**src/rtl/rf_write_sequencer.sv**
```systemverilog
`default_nettype none
// ============================================================================
// Module   : rf_write_sequencer
// Purpose  : Merges pipeline (A) and buffered long-latency (B) results onto the
//            single register-file write port; tracks pending destinations.
// Revision : 1.0 - initial release
// ============================================================================
module rf_write_sequencer #(
    parameter int DEPTH        = 4,
    parameter int STARVE_LIMIT = 8
) (
    input  logic        clk,
    input  logic        rst,
    input  logic        a_valid,
    input  logic [4:0]  a_addr,
    input  logic [31:0] a_data,
    input  logic        b_valid,
    output logic        b_ready,
    input  logic [4:0]  b_addr,
    input  logic [31:0] b_data,
    input  logic        iss_valid,
    input  logic [4:0]  iss_addr,
    input  logic [4:0]  q1_addr,
    input  logic [4:0]  q2_addr,
    output logic        q1_pending,
    output logic        q2_pending,
    output logic        stall_req,
    output logic        waw_err,
    output logic [4:0]  write_addr,
    output logic [31:0] write_data,
    output logic        write_enabled
);

    localparam int AW = $clog2(DEPTH);
    localparam int CW = $clog2(STARVE_LIMIT + 1);
    localparam logic [CW-1:0] C_LIMIT = CW'(STARVE_LIMIT);

    logic [4:0]    r_fifo_addr [DEPTH];
    logic [31:0]   r_fifo_data [DEPTH];
    logic [AW:0]   r_wr_ptr;
    logic [AW:0]   r_rd_ptr;
    logic [31:0]   r_pending;
    logic [CW-1:0] r_starve_cnt;
    logic          r_stall;
    logic          r_waw;
    logic          r_we;
    logic [4:0]    r_waddr;
    logic [31:0]   r_wdata;

    logic          w_empty;
    logic          w_full;
    logic          w_push;
    logic          w_pop;
    logic [4:0]    w_head_addr;
    logic [31:0]   w_head_data;
    logic          w_sel_valid;
    logic [4:0]    w_sel_addr;
    logic [31:0]   w_sel_data;
    logic [31:0]   w_clr_mask;
    logic [31:0]   w_set_mask;
    logic          w_starve;

    // Extra pointer MSB distinguishes full from empty when the indices match.
    assign w_empty = (r_wr_ptr == r_rd_ptr);
    assign w_full  = (r_wr_ptr[AW] != r_rd_ptr[AW]) &&
                     (r_wr_ptr[AW-1:0] == r_rd_ptr[AW-1:0]);
    assign w_push  = b_valid && !w_full;
    assign w_pop   = !a_valid && !w_empty;
    assign w_head_addr = r_fifo_addr[r_rd_ptr[AW-1:0]];
    assign w_head_data = r_fifo_data[r_rd_ptr[AW-1:0]];
    assign w_starve    = a_valid && !w_empty;

    always_comb begin
        w_sel_valid = 1'b0;
        w_sel_addr  = 5'd0;
        w_sel_data  = 32'd0;
        if (a_valid) begin
            w_sel_valid = 1'b1;
            w_sel_addr  = a_addr;
            w_sel_data  = a_data;
        end else if (!w_empty) begin
            w_sel_valid = 1'b1;
            w_sel_addr  = w_head_addr;
            w_sel_data  = w_head_data;
        end
    end

    assign w_clr_mask = w_pop     ? (32'd1 << w_head_addr) : 32'd0;
    assign w_set_mask = iss_valid ? (32'd1 << iss_addr)    : 32'd0;

    always_ff @(posedge clk) begin
        if (w_push) begin
            r_fifo_addr[r_wr_ptr[AW-1:0]] <= b_addr;
            r_fifo_data[r_wr_ptr[AW-1:0]] <= b_data;
        end
    end

    always_ff @(posedge clk) begin
        if (rst) begin
            r_wr_ptr <= '0;
            r_rd_ptr <= '0;
        end else begin
            if (w_push) r_wr_ptr <= r_wr_ptr + 1'b1;
            if (w_pop)  r_rd_ptr <= r_rd_ptr + 1'b1;
        end
    end

    // Address-0 entries still load the stage but never assert the enable.
    always_ff @(posedge clk) begin
        if (rst) begin
            r_we    <= 1'b0;
            r_waddr <= 5'd0;
            r_wdata <= 32'd0;
        end else begin
            r_we <= w_sel_valid && (w_sel_addr != 5'd0);
            if (w_sel_valid) begin
                r_waddr <= w_sel_addr;
                r_wdata <= w_sel_data;
            end
        end
    end

    // Set is applied after clear so a same-cycle issue keeps the bit pending.
    always_ff @(posedge clk) begin
        if (rst) begin
            r_pending <= 32'd0;
        end else begin
            r_pending <= ((r_pending & ~w_clr_mask) | w_set_mask) & ~32'd1;
        end
    end

    always_ff @(posedge clk) begin
        if (rst) begin
            r_waw <= 1'b0;
        end else if (a_valid && (a_addr != 5'd0) && r_pending[a_addr]) begin
            r_waw <= 1'b1;
        end
    end

    always_ff @(posedge clk) begin
        if (rst) begin
            r_starve_cnt <= '0;
            r_stall      <= 1'b0;
        end else begin
            r_stall <= (r_starve_cnt == C_LIMIT);
            if (!w_starve) begin
                r_starve_cnt <= '0;
            end else if (r_starve_cnt != C_LIMIT) begin
                r_starve_cnt <= r_starve_cnt + 1'b1;
            end
        end
    end

    assign b_ready       = !w_full;
    assign q1_pending    = r_pending[q1_addr];
    assign q2_pending    = r_pending[q2_addr];
    assign stall_req     = r_stall;
    assign waw_err       = r_waw;
    assign write_enabled = r_we;
    assign write_addr    = r_waddr;
    assign write_data    = r_wdata;

endmodule
`default_nettype wire

```
**config.mk**
```make
export PLATFORM = sky130hd
export DESIGN_NAME = rf_write_sequencer
export DESIGN_NICKNAME = d
export VERILOG_FILES = /design/src/rtl/rf_write_sequencer.sv
export SDC_FILE = /design/constraint.sdc
export NUM_CORES = 1
export LEC_CHECK = 0
export CORE_MARGIN = 1.5
export CORE_UTILIZATION = 49
export DETAILED_ROUTE_END_ITERATION = 12
export PLACE_DENSITY = 0.76
export SYNTH_ARGS = -nofsm -noshare
export SYNTH_HDL_FRONTEND = slang
export SYNTH_SLANG_ARGS = --single-unit
```
**constraint.sdc**
```tcl
create_clock -name clk -period 3.3 [get_ports clk]
set_input_delay 0.99 -clock clk [delete_from_list [all_inputs] [get_ports clk]]
set_output_delay 0.99 -clock clk [all_outputs]
set_load 0.05 [all_outputs]
```
* Word-level counts from Yosys, hierarchy flattened *
Memory sizes are Yosys's and may differ from the RTL's. A register that Yosys moved wholly into a read port is not among the register bits.
Index checks and enable logic that the tools add are counted.

cells by class
  add/sub/neg operators = 3
  $mul = 0
  divide/modulo/power cells = 0
  magnitude comparators = 3
  equal/unequal tests = 5
  shift operators = 2
  mux-type cells = 20
  bitwise operators = 4
  reduce and logical (&&, ||, !) cells = 13

operators with widths
  cell                                                                          count
  32-bit two-way mux                                                            4
  1-bit by 5-bit left shift with 32-bit output, first input constant            2
  32-bit AND                                                                    1
  32-bit NOT                                                                    1
  32-bit OR                                                                     1
  5-bit by 6-bit less-than comparator with 1-bit output, second input constant  3
  1-bit binary-select mux with 5-bit select                                     3
  5-bit two-way mux                                                             2
  5-bit nonzero test                                                            2
  2-bit two-way mux                                                             4
  1-bit logical AND                                                             7
  1-bit two-way mux                                                             7
  3-bit by 1-bit adder with 3-bit output, second input constant                 2
  4-bit by 1-bit adder with 4-bit output, second input constant                 1
  4-bit equality test, second input constant                                    1
  4-bit inequality test, second input constant                                  1
  3-bit equality test                                                           1
  1-bit logical NOT                                                             3
  2-bit equality test                                                           1
  2-bit OR reduction                                                            1
  1-bit inequality test                                                         1
  1-bit NOT                                                                     1

storage, ports and cells
  flip-flop bits (word level) = 82
  bits in latches = 0
  bits in writable memories = 148
  memory bits (read-only) = 0
  bits of input ports = 94
  memories kept = 2

memory list
  name         depth  width  rd ports  clocked after memory_dff  write ports  line  RTL
  r_fifo_data  4      32     1         1                         1            39    logic [31:0] r_fifo_data [DEPTH];
  r_fifo_addr  4      5      1         1                         1            38    logic [4:0] r_fifo_addr [DEPTH];

* Longest topological paths before layout *
Gate-level depths: netlist of run 1.

  word-level depth = 7
  depth in mapped cells = 6
  depth with buffers taken out = 6

* Worst setup path before layout of run 1 *
No wires, ideal clock.

  kind = input -> output
  from = input port q1_addr[0]
  to = output port q1_pending
  arrival = 2.579 ns
  data required time = 2.310 ns
  setup slack = -0.269 ns
  stages on the path = 4
  path buffers = 1
  cells stage by stage = buf_2 mux4_2 mux4_2 mux2_2

on the way
  word-level cells in the longest chain between the ends = 2

ends and longest elaborated chain
  element                                    line  RTL
  start, declared                            23    input logic [4:0] q1_addr,
  1-bit binary-select mux with 5-bit select  155   assign q1_pending = r_pending[q1_addr];
  1-bit two-way mux (not written as such)    155
  end, declared                              25    output logic q1_pending,

No other way between the ends. The select of a mux whose other input is x is not followed.

* Final worst setup path of run 1 *
  from = input port q2_addr[0]
  to = output port q2_pending

on the way
  word-level cells in the longest chain between the ends = 2

ends and longest elaborated chain
  element                                    line  RTL
  start, declared                            24    input logic [4:0] q2_addr,
  1-bit binary-select mux with 5-bit select  156   assign q2_pending = r_pending[q2_addr];
  1-bit two-way mux (not written as such)    156
  end, declared                              26    output logic q2_pending,

No other way between the ends. The select of a mux whose other input is x is not followed.

==> run metrics, run 1 <==
crit path DAT 2.61 ns; Clock Skew ~0.029 ns; total nets after synthesis about 750; Slew Viols, Final 0; synth unique cells 50; Reg2Reg Setup Slack a little over 0.8 ns; gr ovfl total 0; nets@finish 895; WL final 22600 um; layout cells sized above 1 0.187; depth of the worst hold-timing path 2; RSZ-0062 raised after global routing true; FF/Latch Area 6110 um^2; Max Cap Violations 0; Filler cells 1426; CTS H-tree depth 1; RR Endpoint r_pending[18]; largest net degree at the start of global routing 59; n_diodes 0; total track usage 0.227; Tmin final between 3 and 4 ns; Seq cells post-synth 231; top-area cell type share of the netlist area 0.453; Avg Inst Size Synth 15.2 um^2; leak pwr 4.27 nW; register area share after synthesis 0.623; yosys warns 0; setup TNS -0.593 ns; DR vias/cell between 5 and 6; CP Buf/Inv Count 3; Die H between 100 and 150 um; Synth Flop Type edfxtp_1; hold bufs inserted after CTS 0; TritonRoute pass-1 iters 5; DR DRC count 0; CP Cell Sequence buf_8 > buf_12 > mux4_2 > mux4_2 > mux2_4 > buf_8; # IOs 137; number of enable flip-flop cells after synthesis 148; Vias 6370; die footprint approximately 21000 um^2; leading area contributor after synthesis edfxtp_1; Worst slew margin 0.539; Post-synth ARST share 0; CP startpoint kind primary input; Hold Path Origin r_pending[29]; clock root cell clkbuf_16; top cells by area, synth edfxtp_1 45%, dfxtp_1 17%, mux4_2 14%; Worst Setup End Kind output port; Hold Crit Class register to register; GPL Wtd Cong 0.895; family with the most delay on the worst path multiplexers; most common cell after layout, fill and taps aside edfxtp_1; hold violation count in the final report 0; TritonCTS clock tree done; period utilisation layout 1.09; CTS Sinks 231; VDD IR max 0.000482 V; Initial Util 0.502; Chip Width 144 um; worst skew pair latency about 0.53 ns; antenna viol nets, final 0; Synth Instances 645; Reg clk slew, reported paths 0.06 ns; Tightest Pin Transition 0.692 ns; wire per inst 21.0 um; pwr dens around 650 nW/um^2; Placed Cells incl. Taps between 1k and 1.5k; core area 19500 um^2; worst reg-to-reg path cell count 4; first-pass GRT wire length roughly 36000 um; Worst Hold Path EP r_pending[29]; Max Fclk 278 MHz; port bufs 136; Setup CP Type primary input to output port; WP depth 6; fin worst setup slack -0.302 ns; initial DRC count between 500 and 600; vias in the first global route roughly 6.5k; CP max-delay cell mux4_2; Area Growth Syn to Fin 28.5%; Max FO, Critical Path 8; Setup Viol. Count Final 2; FP Rows 51; final core occ 0.645; CP max stage delay 0.51 ns; commonest cells after routing, fill and taps aside 148 x edfxtp_1, 129 x clkdlybuf4s50_1, 81 x dfxtp_1, 60 x mux4_2, 51 x nor2_1; initial antenna violation count 1; failing checks negative setup slack; Final Power 8.14 mW; synthesized area 9810 um^2; CP required 2.31 ns; Final Non-Filler Cells 1077; post-DP HPWL 15300 um; Max Root-Sink Buffers 3; CTS buffer count 24; outcome finished, violations left; area occupied by multi-input gates between 3000 and 4000 um^2
worst min-delay path, stage by stage, from the launching register on:
cell and delay (ns):
dfxtp_1 0.33, inv_1 0.06, o32ai_1 0.07
per-stage QoR:
step                setup WS [ns]  instance area, um^2  hold WS, ns
floorplan                 -0.0852                 9850        0.466
global placement           -0.768                11600        0.474
detailed placement         -0.804                11600        0.511
CTS                        -0.315                12600        0.520
global route               -0.343                12600        0.541
finish                     -0.302                12600        0.518
area by class of cell:
| cell class | count | area share |
|---|---|---|
| Clock buffer | 29 | 0.0507 |
| Clock inverter | 15 | 0.0196 |
| Inverter | 17 | 0.00506 |
| Multi-Input combinational cell | 353 | 0.276 |
| Sequential cell | 231 | 0.485 |
| Tap cell | 265 | 0.0263 |
| Timing Repair Buffer | 167 | 0.138 |
power by group:
part / switching [mW] / total [mW] / internal, mW
Clock: 1.11 / 2.97 / 1.86
Combinational: 1.00 / 1.78 / 0.782
Sequential: 0.119 / 3.38 / 3.26
Total: 2.23 / 8.14 / 5.90
sequential cells by signal, indices dropped and copies added (netlist names), named ones only:
signal,cells
r_fifo_data,128
write_data,32
r_pending,31
r_fifo_addr,20
write_addr,5
r_starve_cnt,4
r_rd_ptr,3
r_wr_ptr,3
stall_req,1
waw_err,1
write_enabled,1
cell usage after synthesis (2+ instances only):
library cell  number
a211oi_1          38
a21oi_1            8
a31oi_1            2
a32o_1             8
and2_1             7
buf_1              2
buf_2             12
buf_6              2
clkbuf_1          27
dfxtp_1           83
edfxtp_1         148
ha_1               7
inv_1             16
mux2_2             2
mux2i_1           50
mux4_2            60
nand2_1           10
nand2b_1           3
nand3_1            9
nand3b_1           6
nand4_1            9
nor2_1            51
nor2b_1            5
nor3_1             2
nor4_1             8
o21ai_0           16
o21ai_1            2
o311ai_0           8
o311ai_1           8
o32ai_1            7
or2_0              2
or3_1              2
or3b_1             2
xnor2_1            5
xor2_1             3
cell families after synthesis:
group / synth area share
DFF: 0.623
and+or+nand+nor: 0.0625
muxes: 0.191
AOI/OAI and AO/OA: 0.0813
buffers and inverters: 0.0265
xor gates and xnor gates: 0.00714
adders and majority gates: 0.00893
layer usage:
layer / global-route usage / up-vias / routed length (um)
met4: 0.0617 / 2 / 449
met5: 0 / - / 13
met3: 0.0474 / 43 / 1640
li1: - / 2897 / -
met1: 0.305 / 3190 / 9430
met2: 0.377 / 238 / 11100
worst max-delay path by stage:
stage,to,slack [ns],from
after detailed placement,q2_pending,-0.80,q2_addr[0]
after global routing,q1_pending,-0.34,q1_addr[0]
after global placement,q2_pending,-0.77,q2_addr[0]
after CTS,q2_pending,-0.32,q2_addr[0]
after floorplan,q1_pending,-0.09,q1_addr[0]
final,q2_pending,-0.30,q2_addr[0]
timing repair:
action / in CTS / in global routing
setup endpoints to repair: 3 / 2
setup buffers: 1 / 0
cloned: 3 / 0
gates resized for setup: 25 / 3
Power figures use the tool's default switching activity.
==> inputs of run 2 (changes only) <==
==> constraint.sdc (replaced) <==
create_clock -name clk -period 3.3 [get_ports clk]
set_input_delay 0.495 -clock clk [delete_from_list [all_inputs] [get_ports clk]]
set_output_delay 0.495 -clock clk [all_outputs]
set_load 0.05 [all_outputs]
==> run metrics, run 2 (synthesized netlist as in run 1, its figures left out) <==
largest net degree at the start of global routing 59; most common cell after layout, fill and taps aside edfxtp_1; CP Cell Sequence clkdlybuf4s50_1 > buf_4 > mux4_2 > mux4_2 > mux2_2 > buf_4; VDD IR max slightly below 0.0005 V; CP required about 2.8 ns; first-pass GRT wire length 36500 um; RSZ-0062 raised after global routing false; outcome finished, final reports clean; initial antenna violation count 2; Max Fclk 322 MHz; # IOs 137; DR DRC count 0; FP Rows approximately 50; Worst slew margin 0.356; Max Cap Violations 0; TritonCTS clock tree done; gr ovfl total 0; Hold Slack approximately 0.53 ns; initial DRC count 465; Hold Crit Class register to register; antenna viol nets, final 0; max FFs per register 128; FF/Latch Area 6110 um^2; Initial Util 0.502; Final Power 7.88 mW; hold violation count in the final report 0; pwr dens 641 nW/um^2; CTS H-tree depth 1; Filler cells 1433; Clock Skew 0.00765 ns; Slew Viols, Final 0; hold bufs inserted after CTS 0; CP max stage delay 0.51 ns; leak pwr around 4.1 nW; wire per inst 22.2 um; post-DP HPWL approximately 16000 um; TritonRoute pass-1 iters 5; setup TNS 0 ns; commonest cells after routing, fill and taps aside 148 x edfxtp_1, 133 x clkdlybuf4s50_1, 81 x dfxtp_1, 60 x mux4_2, 51 x nor2_1; pre-CTS setup slack between 0.15 and 0.2 ns; clock root cell clkbuf_16; Tmin final about 3.1 ns; layout cells sized above 1 0.165; Vias 6367; CP max-delay cell mux4_2; port bufs 136; Max Root-Sink Buffers 3; # resized after CTS 0; nets@finish 884; CTS buffer count 24; Max FO, Critical Path 9; Chip Width 144 um; Setup Viol. Count Final 0; Area Growth Syn to Fin 25.3%; Worst Setup End Kind output port; vias in the first global route 6589; Tightest Pin Transition between 0.9 and 1 ns; die footprint 20900 um^2; WL final 23700 um; total track usage 0.231; DR vias/cell around 6; GPL Wtd Cong roughly 0.96; CP startpoint kind primary input; fin worst setup slack 0.198 ns; period utilisation layout 0.940; Post-CTS Setup Repair Bufs 0; crit path DAT 2.61 ns; Setup CP Type primary input to output port; Reg clk slew, reported paths 0.06 ns; worst skew pair latency 0.51 ns; area occupied by multi-input gates 3450 um^2; core area 19500 um^2; Die H 144 um; CTS Sinks about 230
[run 2: changes by cell type in the layout (fill, tap and decap cells not counted), sizes merged, moves of 3 or more]
cell           change
clkinv             +4
buf               -13
bufinv             -3
clkdlybuf4s50      +4
clkinvlp           -3
[run 2: worst max-delay path: cells and delay by family]
| family | cells | cell delay (ns) |
|---|---|---|
| muxes | 3 | 1.25 |
| buffers and inverters | 3 | 0.85 |
[run 2: cell type report]
class / instances / area share
diodes: 1 / 0.000204
well taps: 265 / 0.0270
clock buffers: 30 / 0.0540
flip-flops and latches: 231 / 0.497
clock inverters: 14 / 0.0118
inverters: 17 / 0.00519
repair buffers: 156 / 0.124
multi-input cells: 353 / 0.281
[run 2: metal layers]
metal | share of wire | global-route usage
met4 | 0.030 | 0.0914
met1 | 0.39 | 0.285
met2 | 0.50 | 0.396
met3 | 0.078 | 0.0523
met5 | 0.00055 | 0
[run 2: where the power goes]
part / leakage, nW / switching (mW) / internal (mW) / total [mW]
Combinational: 1.69 / 1.00 / 0.758 / 1.76
Sequential: 2.04 / 0.117 / 3.27 / 3.38
Clock: 0.398 / 1.08 / 1.66 / 2.74
Total: 4.13 / 2.20 / 5.68 / 7.88
[run 2: worst paths after layout]
path,start,end,slack (ns),cells after the start
worst max-delay path,q1_addr[0],q1_pending,0.20,6
worst max register to register,r_wr_ptr[1],r_fifo_data[0][12],0.77,4
worst min register to register,r_rd_ptr[2],r_rd_ptr[2],0.53,2
worst min-delay path,r_rd_ptr[2],r_rd_ptr[2],0.53,2
[run 2: through the flow]
step,instance area [um^2],util,std cells
global placement,11500,0.588,1022
finish,12300,0.630,1067
global route,12300,0.630,1067
CTS,12300,0.630,1066
detailed placement,11500,0.588,1022
floorplan,9810,-,645
